$ cat src/rtl/game_pkg.sv
// Shared screen geometry for the sky, catcher, score and mouse blocks,
// plus the catcher position helpers used by the mouse tracker.
package game_pkg;

  localparam int SCREEN_W  = 160;
  localparam int SCREEN_H  = 120;
  localparam int CATCHER_W = 16;
  localparam int CATCHER_Y = 104;

  localparam int POS_W  = 8;
  localparam int CAND_W = 11;

  // Fields of a PS/2 mouse packet that the tracker actually consumes.
  typedef struct packed {
    logic       x_ovf;
    logic       x_sign;
    logic [2:0] btn;
    logic [7:0] dx_low;
  } mouse_pkt_t;

  function automatic logic [POS_W-1:0] clamp_x(
    input logic signed [CAND_W-1:0] cand,
    input logic signed [CAND_W-1:0] max_x
  );
    if (cand < 11'sd0)
      return '0;
    if (cand > max_x)
      return max_x[POS_W-1:0];
    return cand[POS_W-1:0];
  endfunction

endpackage

$ cat src/rtl/mouse_tracker.sv
// Parses 3-byte PS/2 mouse packets and turns the X delta into a clamped
// catcher position; partial packets are dropped after an idle timeout.
module mouse_tracker #(
  parameter int SCREEN_W  = game_pkg::SCREEN_W,
  parameter int CATCHER_W = game_pkg::CATCHER_W,
  parameter int START_X   = 72,
  parameter int SHIFT     = 1,
  parameter int TIMEOUT   = 1048576
) (
  input  logic       clock,
  input  logic       reset,
  input  logic       enable,
  input  logic [7:0] rx_data,
  input  logic       rx_valid,
  output logic [7:0] position,
  output logic [2:0] buttons,
  output logic       packet_done,
  output logic       sync_error
);
  import game_pkg::*;

  localparam int CNT_W = (TIMEOUT > 2) ? $clog2(TIMEOUT) : 1;
  localparam logic [CNT_W-1:0] TO_LAST = CNT_W'(TIMEOUT - 1);
  localparam logic signed [CAND_W-1:0] MAX_X = CAND_W'(SCREEN_W - CATCHER_W);

  typedef enum logic [1:0] {WAIT_B0, WAIT_B1, WAIT_B2} state_t;

  state_t           state, state_nxt;
  mouse_pkt_t       pkt;
  logic [CNT_W-1:0] idle_cnt;

  logic expired;
  logic load_b0, load_b1, complete, drop, cnt_run;

  logic signed [8:0]        dx;
  logic signed [8:0]        dx_scaled;
  logic signed [CAND_W-1:0] cand;
  logic [POS_W-1:0]         pos_new;

  // A byte arriving on the expiry cycle wins over the timeout.
  assign expired = (state != WAIT_B0) && !rx_valid && (idle_cnt == TO_LAST);

  always_ff @(posedge clock or posedge reset) begin
    if (reset) state <= WAIT_B0;
    else       state <= state_nxt;
  end

  always_comb begin
    state_nxt = state;
    case (state)
      WAIT_B0: if (rx_valid && rx_data[3]) state_nxt = WAIT_B1;
      WAIT_B1: begin
        if (rx_valid)     state_nxt = WAIT_B2;
        else if (expired) state_nxt = WAIT_B0;
      end
      WAIT_B2: if (rx_valid || expired) state_nxt = WAIT_B0;
      default: state_nxt = WAIT_B0;
    endcase
  end

  always_comb begin
    load_b0  = 1'b0;
    load_b1  = 1'b0;
    complete = 1'b0;
    drop     = expired;
    cnt_run  = (state != WAIT_B0) && !rx_valid && !expired;
    case (state)
      WAIT_B0: begin
        load_b0 = rx_valid && rx_data[3];
        drop    = rx_valid && !rx_data[3];
      end
      WAIT_B1: load_b1  = rx_valid;
      WAIT_B2: complete = rx_valid;
      default: ;
    endcase
  end

  always_ff @(posedge clock or posedge reset) begin
    if (reset)        idle_cnt <= '0;
    else if (cnt_run) idle_cnt <= idle_cnt + 1'b1;
    else              idle_cnt <= '0;
  end

  always_ff @(posedge clock or posedge reset) begin
    if (reset) begin
      pkt <= '0;
    end else begin
      if (load_b0) begin
        pkt.x_ovf  <= rx_data[6];
        pkt.x_sign <= rx_data[4];
        pkt.btn    <= rx_data[2:0];
      end
      if (load_b1)
        pkt.dx_low <= rx_data;
    end
  end

  assign dx        = $signed({pkt.x_sign, pkt.dx_low});
  assign dx_scaled = dx >>> SHIFT;
  assign cand      = $signed({3'b000, position}) + {{2{dx_scaled[8]}}, dx_scaled};
  assign pos_new   = clamp_x(cand, MAX_X);

  always_ff @(posedge clock or posedge reset) begin
    if (reset) begin
      position    <= 8'(START_X);
      buttons     <= '0;
      packet_done <= 1'b0;
      sync_error  <= 1'b0;
    end else begin
      packet_done <= complete;
      sync_error  <= drop;
      if (complete) begin
        buttons <= pkt.btn;
        // An overflowed delta is meaningless, so only the buttons are taken.
        if (enable && !pkt.x_ovf)
          position <= pos_new;
      end
    end
  end

endmodule
$ cat config.mk
export PLATFORM = sky130hd
export DESIGN_NAME = mouse_tracker
export DESIGN_NICKNAME = d
export VERILOG_FILES = /design/src/rtl/game_pkg.sv /design/src/rtl/mouse_tracker.sv
export SDC_FILE = /design/constraint.sdc
export NUM_CORES = 1
export LEC_CHECK = 0
export BUFFER_PORTS_ARGS = -buffer_cell sky130_fd_sc_hd__buf_2
export CELL_PAD_IN_SITES_DETAIL_PLACEMENT = 0
export CELL_PAD_IN_SITES_GLOBAL_PLACEMENT = 1
export CORE_ASPECT_RATIO = 0.7
export CORE_UTILIZATION = 46
export DETAILED_ROUTE_END_ITERATION = 12
export PLACE_DENSITY = 0.87
export SLEW_MARGIN = 20
export SYNTH_ARGS = -nofsm -noshare
export SYNTH_HDL_FRONTEND = slang
export SYNTH_SLANG_ARGS = --single-unit
$ cat constraint.sdc
create_clock -name clock -period 3 [get_ports clock]
set_input_delay 0.45 -clock clock [delete_from_list [all_inputs] [get_ports clock]]
set_output_delay 0.45 -clock clock [all_outputs]
set_load 0.01 [all_outputs]
**Word level (Yosys, flattened, before mapping)**

Cells that the tools add are included.

- Add/subtract/negate cells: 2
- Order comparisons: 2
- Equality and inequality tests: 6
- Mux-type cells: 17
- Reduce and logical (&&, ||, !) cells: 15

Operators by type and width:

| operator | number |
|---|---|
| $mux 8 | 4 |
| $add 20x1->20 const B | 1 |
| $eq 20x20->1 const B | 1 |
| $mux 20 | 1 |
| $add 9x8->10 | 1 |
| $gt 10x9->1 const B | 1 |
| $lt 10x1->1 const B | 1 |
| $mux 2 | 4 |
| $mux 1 | 7 |
| $logic_and 1x1->1 | 6 |
| $pmux 2 s3 | 1 |
| $logic_not 1->1 | 4 |
| $ne 2x2->1 const B | 2 |
| $ne 3x3->1 const B | 1 |
| $reduce_and 3->1 | 1 |
| $eq 2x1->1 const B | 1 |
| $eq 2x2->1 const B | 1 |
| $logic_not 2->1 | 1 |
| $reduce_and 2->1 | 1 |
| $reduce_bool 2->1 | 1 |
| $logic_or 1x1->1 | 1 |

- Register bits after elaboration: 48
- Input bits: 12
- Output and inout port bits: 13
- Word-level logic and storage cells: 52

**Longest topological paths before layout**

- Depth after elaboration: 6
- Depth in mapped cells: 8
- Gate-level depth less buffers: 8

**Worst setup path before layout**

No wires, ideal clock.

- Path type: reg-to-reg
- Start: register position[0]
- End: register position[7]
- Arrival time: 2.172 ns
- Path slack: 0.707 ns
- Cell stages (with the launch flop): 9
- Path buffers: 0
- Period minus slack after synthesis: 2.293 ns
- Path through: dfrtp_1 > ha_1 > fa_1 > a211oi_2 > o21ai_1 > a211o_1 > mux2i_4 > nand2_2 > a22o_1

- Cells in the longest elaborated chain, start to end: 6

Ends and longest elaborated chain:

| what | line | RTL |
|---|---|---|
| start, declared | mouse_tracker.sv:15 | `output logic [7:0] position,` |
| start signal, assigned | mouse_tracker.sv:105 | `position <= 8'(START_X);` |
| start signal, assigned | mouse_tracker.sv:116 | `position <= pos_new;` |
| $add 9x8->10 * | mouse_tracker.sv:100 | `assign cand = $signed({3'b000, position}) + {{2{dx_scaled[8]}}, dx_scaled};` |
| $gt 10x9->1 | game_pkg.sv:27 | `if (cand > max_x)` |
| $mux 1 (2 in series) | game_pkg.sv:27 |  |
| $mux 8 | game_pkg.sv:29 | `return cand[POS_W-1:0];` |
| $mux 8 * | game_pkg.sv:27 |  |

Mark *: on every way between the ends. The rest lies on a longest branch, timed or not. The select of a mux whose other input is x is not followed.
A chain may end at the register's enable or synchronous reset.

**Worst setup path in the final report**

- Start: register position[0]
- End: register position[5]

The elaborated chain is that of the path after synthesis.

==> impl_metrics.csv <==
group,metric,value,unit
place,dp_hpwl,3.76,mm
synth,synth_compound_area_share,10.7,%
critical_path,start_kind,"register",
place,portBuffers,24,
timing,skew,0.00923,ns
clock_network,insertion_delay,0.31,ns
synth,syn_area,2550,um^2
critical_path,cp.arrival,2.68,ns
final_layout,final_layout_size_suffix_gt1_share,21.8,%
floorplan,die_x,91.0,um
floorplan,die_y,64.3,um
critical_path,rrSetupSlack,0.53,ns
synth,synth_flop_cell,"dfrtp_1",
final_layout,area_growth,10.6,%
synth,synth_top_family_by_area,"simple AND/OR/NAND/NOR gates",
grt,grt_pass1_vias,1690,
synth,synth_edf_count,0,
job,max_cap_viol_count,0,
synth,ys_async_sr_fraction,100,%
place,place_congestion,0.894,
synth,syn_nets,274,
critical_path,r2r-start,"position[0]$_DFFE_PP0P_",
clock_network,root_buffer,"clkbuf_8",
timing,fin_tns_setup,0,ns
synth,yosys.area_share.xor_xnor,7.90,%
hold_path,hold_path.class,"primary input to async pin",
clock_network,cts.sinks,47,
timing,min_period_over_period,82.3,%
timing,finalMaxSlewViolations,0,
detailed_routing,viasPerCell,5.24,
synth,synth_adder_area_share,5.69,%
floorplan,core,5290,um^2
critical_path,path_class,"register to register",
critical_path,reg2reg_depth,8,
clock_network,clkTransAtPathRegs,0.09,ns
detailed_routing,drc_errors,0,
clock_network,hold_buffers,0,
outcome,status,"finished clean",
detailed_routing,wl_per_cell,14.4,um
synth,ys_ff_latch,47,
synth,syn_inst,251,
final_layout,nets,297,
clock_network,clock_path_buffers,2,
final_layout,diodes,0,
grt,grt_max_degree,48,
power_and_ir_drop,ir_drop,453,uV
power_and_ir_drop,p_leak,0.00124,uW
timing,fmax,405,MHz
clock_network,ctsResizeCount,0,
final_layout,finalNonFillerCells,347,
timing,worstMarginPinSlew,0.934,ns
critical_path,r2r-end,"position[5]$_DFFE_PP0P_",
synth,syn_avg_cell_area,10.2,um^2
detailed_routing,dr.pass1.iters,4,
final_layout,fin_util,53.3,%
detailed_routing,drtAntennaViolNets,0,
grt,grt-ovfl-total,0,
power_and_ir_drop,powerDensity,862,nW/um^2
synth,synth_warnings,0,
critical_path,end_kind,"register",
floorplan,dieArea,5850,um^2
critical_path,cp.required,3.21,ns
synth,yosys.area_share.simple,19.5,%
place,place_inst,339,
timing,final-setup-viol-count,0,
timing,finalHoldViolations,0,
synth,ys_seq_area_share,46.2,%
synth,synth_mux_area_share,7.51,%
timing,fin_crit,2.47,ns
clock_network,htree_levels,2,
timing,rsz0062_at_grt,"false",
detailed_routing,drt-total-wl,4.98,mm
floorplan,rows,22,
grt,grt_pass1_wl,8.40,mm
detailed_routing,drt-initial-drc-count,128,
grt,groute.usage.overall,18.7,%
floorplan,ioPinCount,25,
floorplan,start_util,48.2,%
detailed_routing,vias,1817,
grt,antenna_found_initial,0,
clock_network,cts_tree,"yes",
synth,synth_cell_types,49,
clock_network,cts_made_buffers,5,
critical_path,worstPathMaxFanout,4,
clock_network,post_cts_buffers,0,
timing,max-slew-margin-rel,37.7,%
synthesized netlist by cell type (2+ instances only):
library cell  number  area, um^2
mux2_2            15         169
buf_4              2        15.0
a211oi_2           2        25.0
nor3_1             5        25.0
inv_1              6        22.5
nand2_1           23        86.3
o21ai_1            7        35.0
xor2_1            15         131
o21ai_0            7        35.0
clkbuf_1           4        15.0
dfrtp_1           45        1130
nand2b_1           5        31.3
xnor2_1            8        70.1
a21oi_1            9        45.0
o211ai_1           2        15.0
nand3_1           12        60.1
o31ai_2            2        25.0
nand4_1            5        31.3
nand3b_1           4        30.0
nor4_1             2        12.5
ha_1              10         125
and3_1             4        25.0
dfstp_2            2        52.6
nor2_1            30         113
per-stage QoR:
stage          total power [uW]  worst slack, ns  hold WS [ns]  area [um^2]
3_3_place_gp               2020            0.658         0.471         2720
6_report                   2430            0.530         0.341         2820
4_1_cts                    2430            0.571         0.365         2820
2_1_floorplan              1750            0.707         0.471         2550
3_5_place_dp               2020            0.590         0.489         2720
5_1_grt                    2610            0.418         0.357         2820
worst max-delay path by stage:
| stage | start | slack [ns] | to |
|---|---|---|---|
| 3_3_place_gp | position[0]$_DFFE_PP0P_ | 0.66 | position[7]$_DFFE_PP0P_ |
| 2_1_floorplan | position[0]$_DFFE_PP0P_ | 0.71 | position[7]$_DFFE_PP0P_ |
| 4_1_cts | position[0]$_DFFE_PP0P_ | 0.57 | position[5]$_DFFE_PP0P_ |
| 6_report | position[0]$_DFFE_PP0P_ | 0.53 | position[5]$_DFFE_PP0P_ |
| 5_1_grt | position[0]$_DFFE_PP0P_ | 0.42 | position[5]$_DFFE_PP0P_ |
| 3_5_place_dp | position[0]$_DFFE_PP0P_ | 0.59 | position[5]$_DFFE_PP0P_ |
where the power goes:
part	leakage (uW)	internal, uW	switching [uW]
clock network	0.0000474	188	218
registers	0.000612	791	132
logic	0.000581	465	634
cell type report:
cell class	count	area, um^2
timing repair buffer	24	120
fill	487	2470
clock inverter	2	16.3
clock buffer	6	82.6
tap	72	90.1
sequential	47	1180
inverter	6	22.5
multi-input combinational	190	1310
state kept, by name (all words and copies together) (netlist names):
register,count
idle_cnt,20
dx,8
position,8
pkt,4
buttons,3
state,2
packet_done,1
sync_error,1
worst max-delay path, cell delays in order (launching register included):
cell	delay (ns)
dfrtp_1	0.41
ha_1	0.25
fa_1	0.44
a211oi_2	0.26
o21ai_1	0.13
a211o_1	0.33
mux2i_4	0.19
nand2_2	0.11
o31ai_2	0.26
cell usage in the layout, fill, tap and decap left out, types with 4 or more instances in the layout:
cell	instances
nand3_1	12
o21ai_1	7
nand2_1	23
nand3b_1	4
a21oi_1	9
ha_1	10
inv_1	5
clkbuf_8	6
xor2_1	15
o21ai_0	7
mux2_2	15
xnor2_1	8
nand4_1	5
and3_1	4
nor2_1	30
nor3_1	5
buf_2	24
nand2b_1	5
dfrtp_1	45
cells by family (layout without fill, tap and decap cells):
logic type                 Yosys count  count (layout)
and+or+nand+nor                    101             101
DFF                                 47              47
AOI/OAI and AO/OA                   39              39
xor gates and xnor gates            23              23
muxes                               16              16
buffers and inverters               14              38
adders and majority gates           11              11
metal layers:
metal / wire [um] / up-vias / global-route usage [%] / part of all wire (%)
met3: 233 / 3 / 5.60 / 4.7
met4: 31 / 0 / 4.17 / 0.62
li1: - / 924 / - / -
met5: 0 / - / 0 / 0
met2: 1920 / 44 / 24.7 / 39
met1: 2800 / 846 / 29.5 / 56
Power figures use the tool's default switching activity.
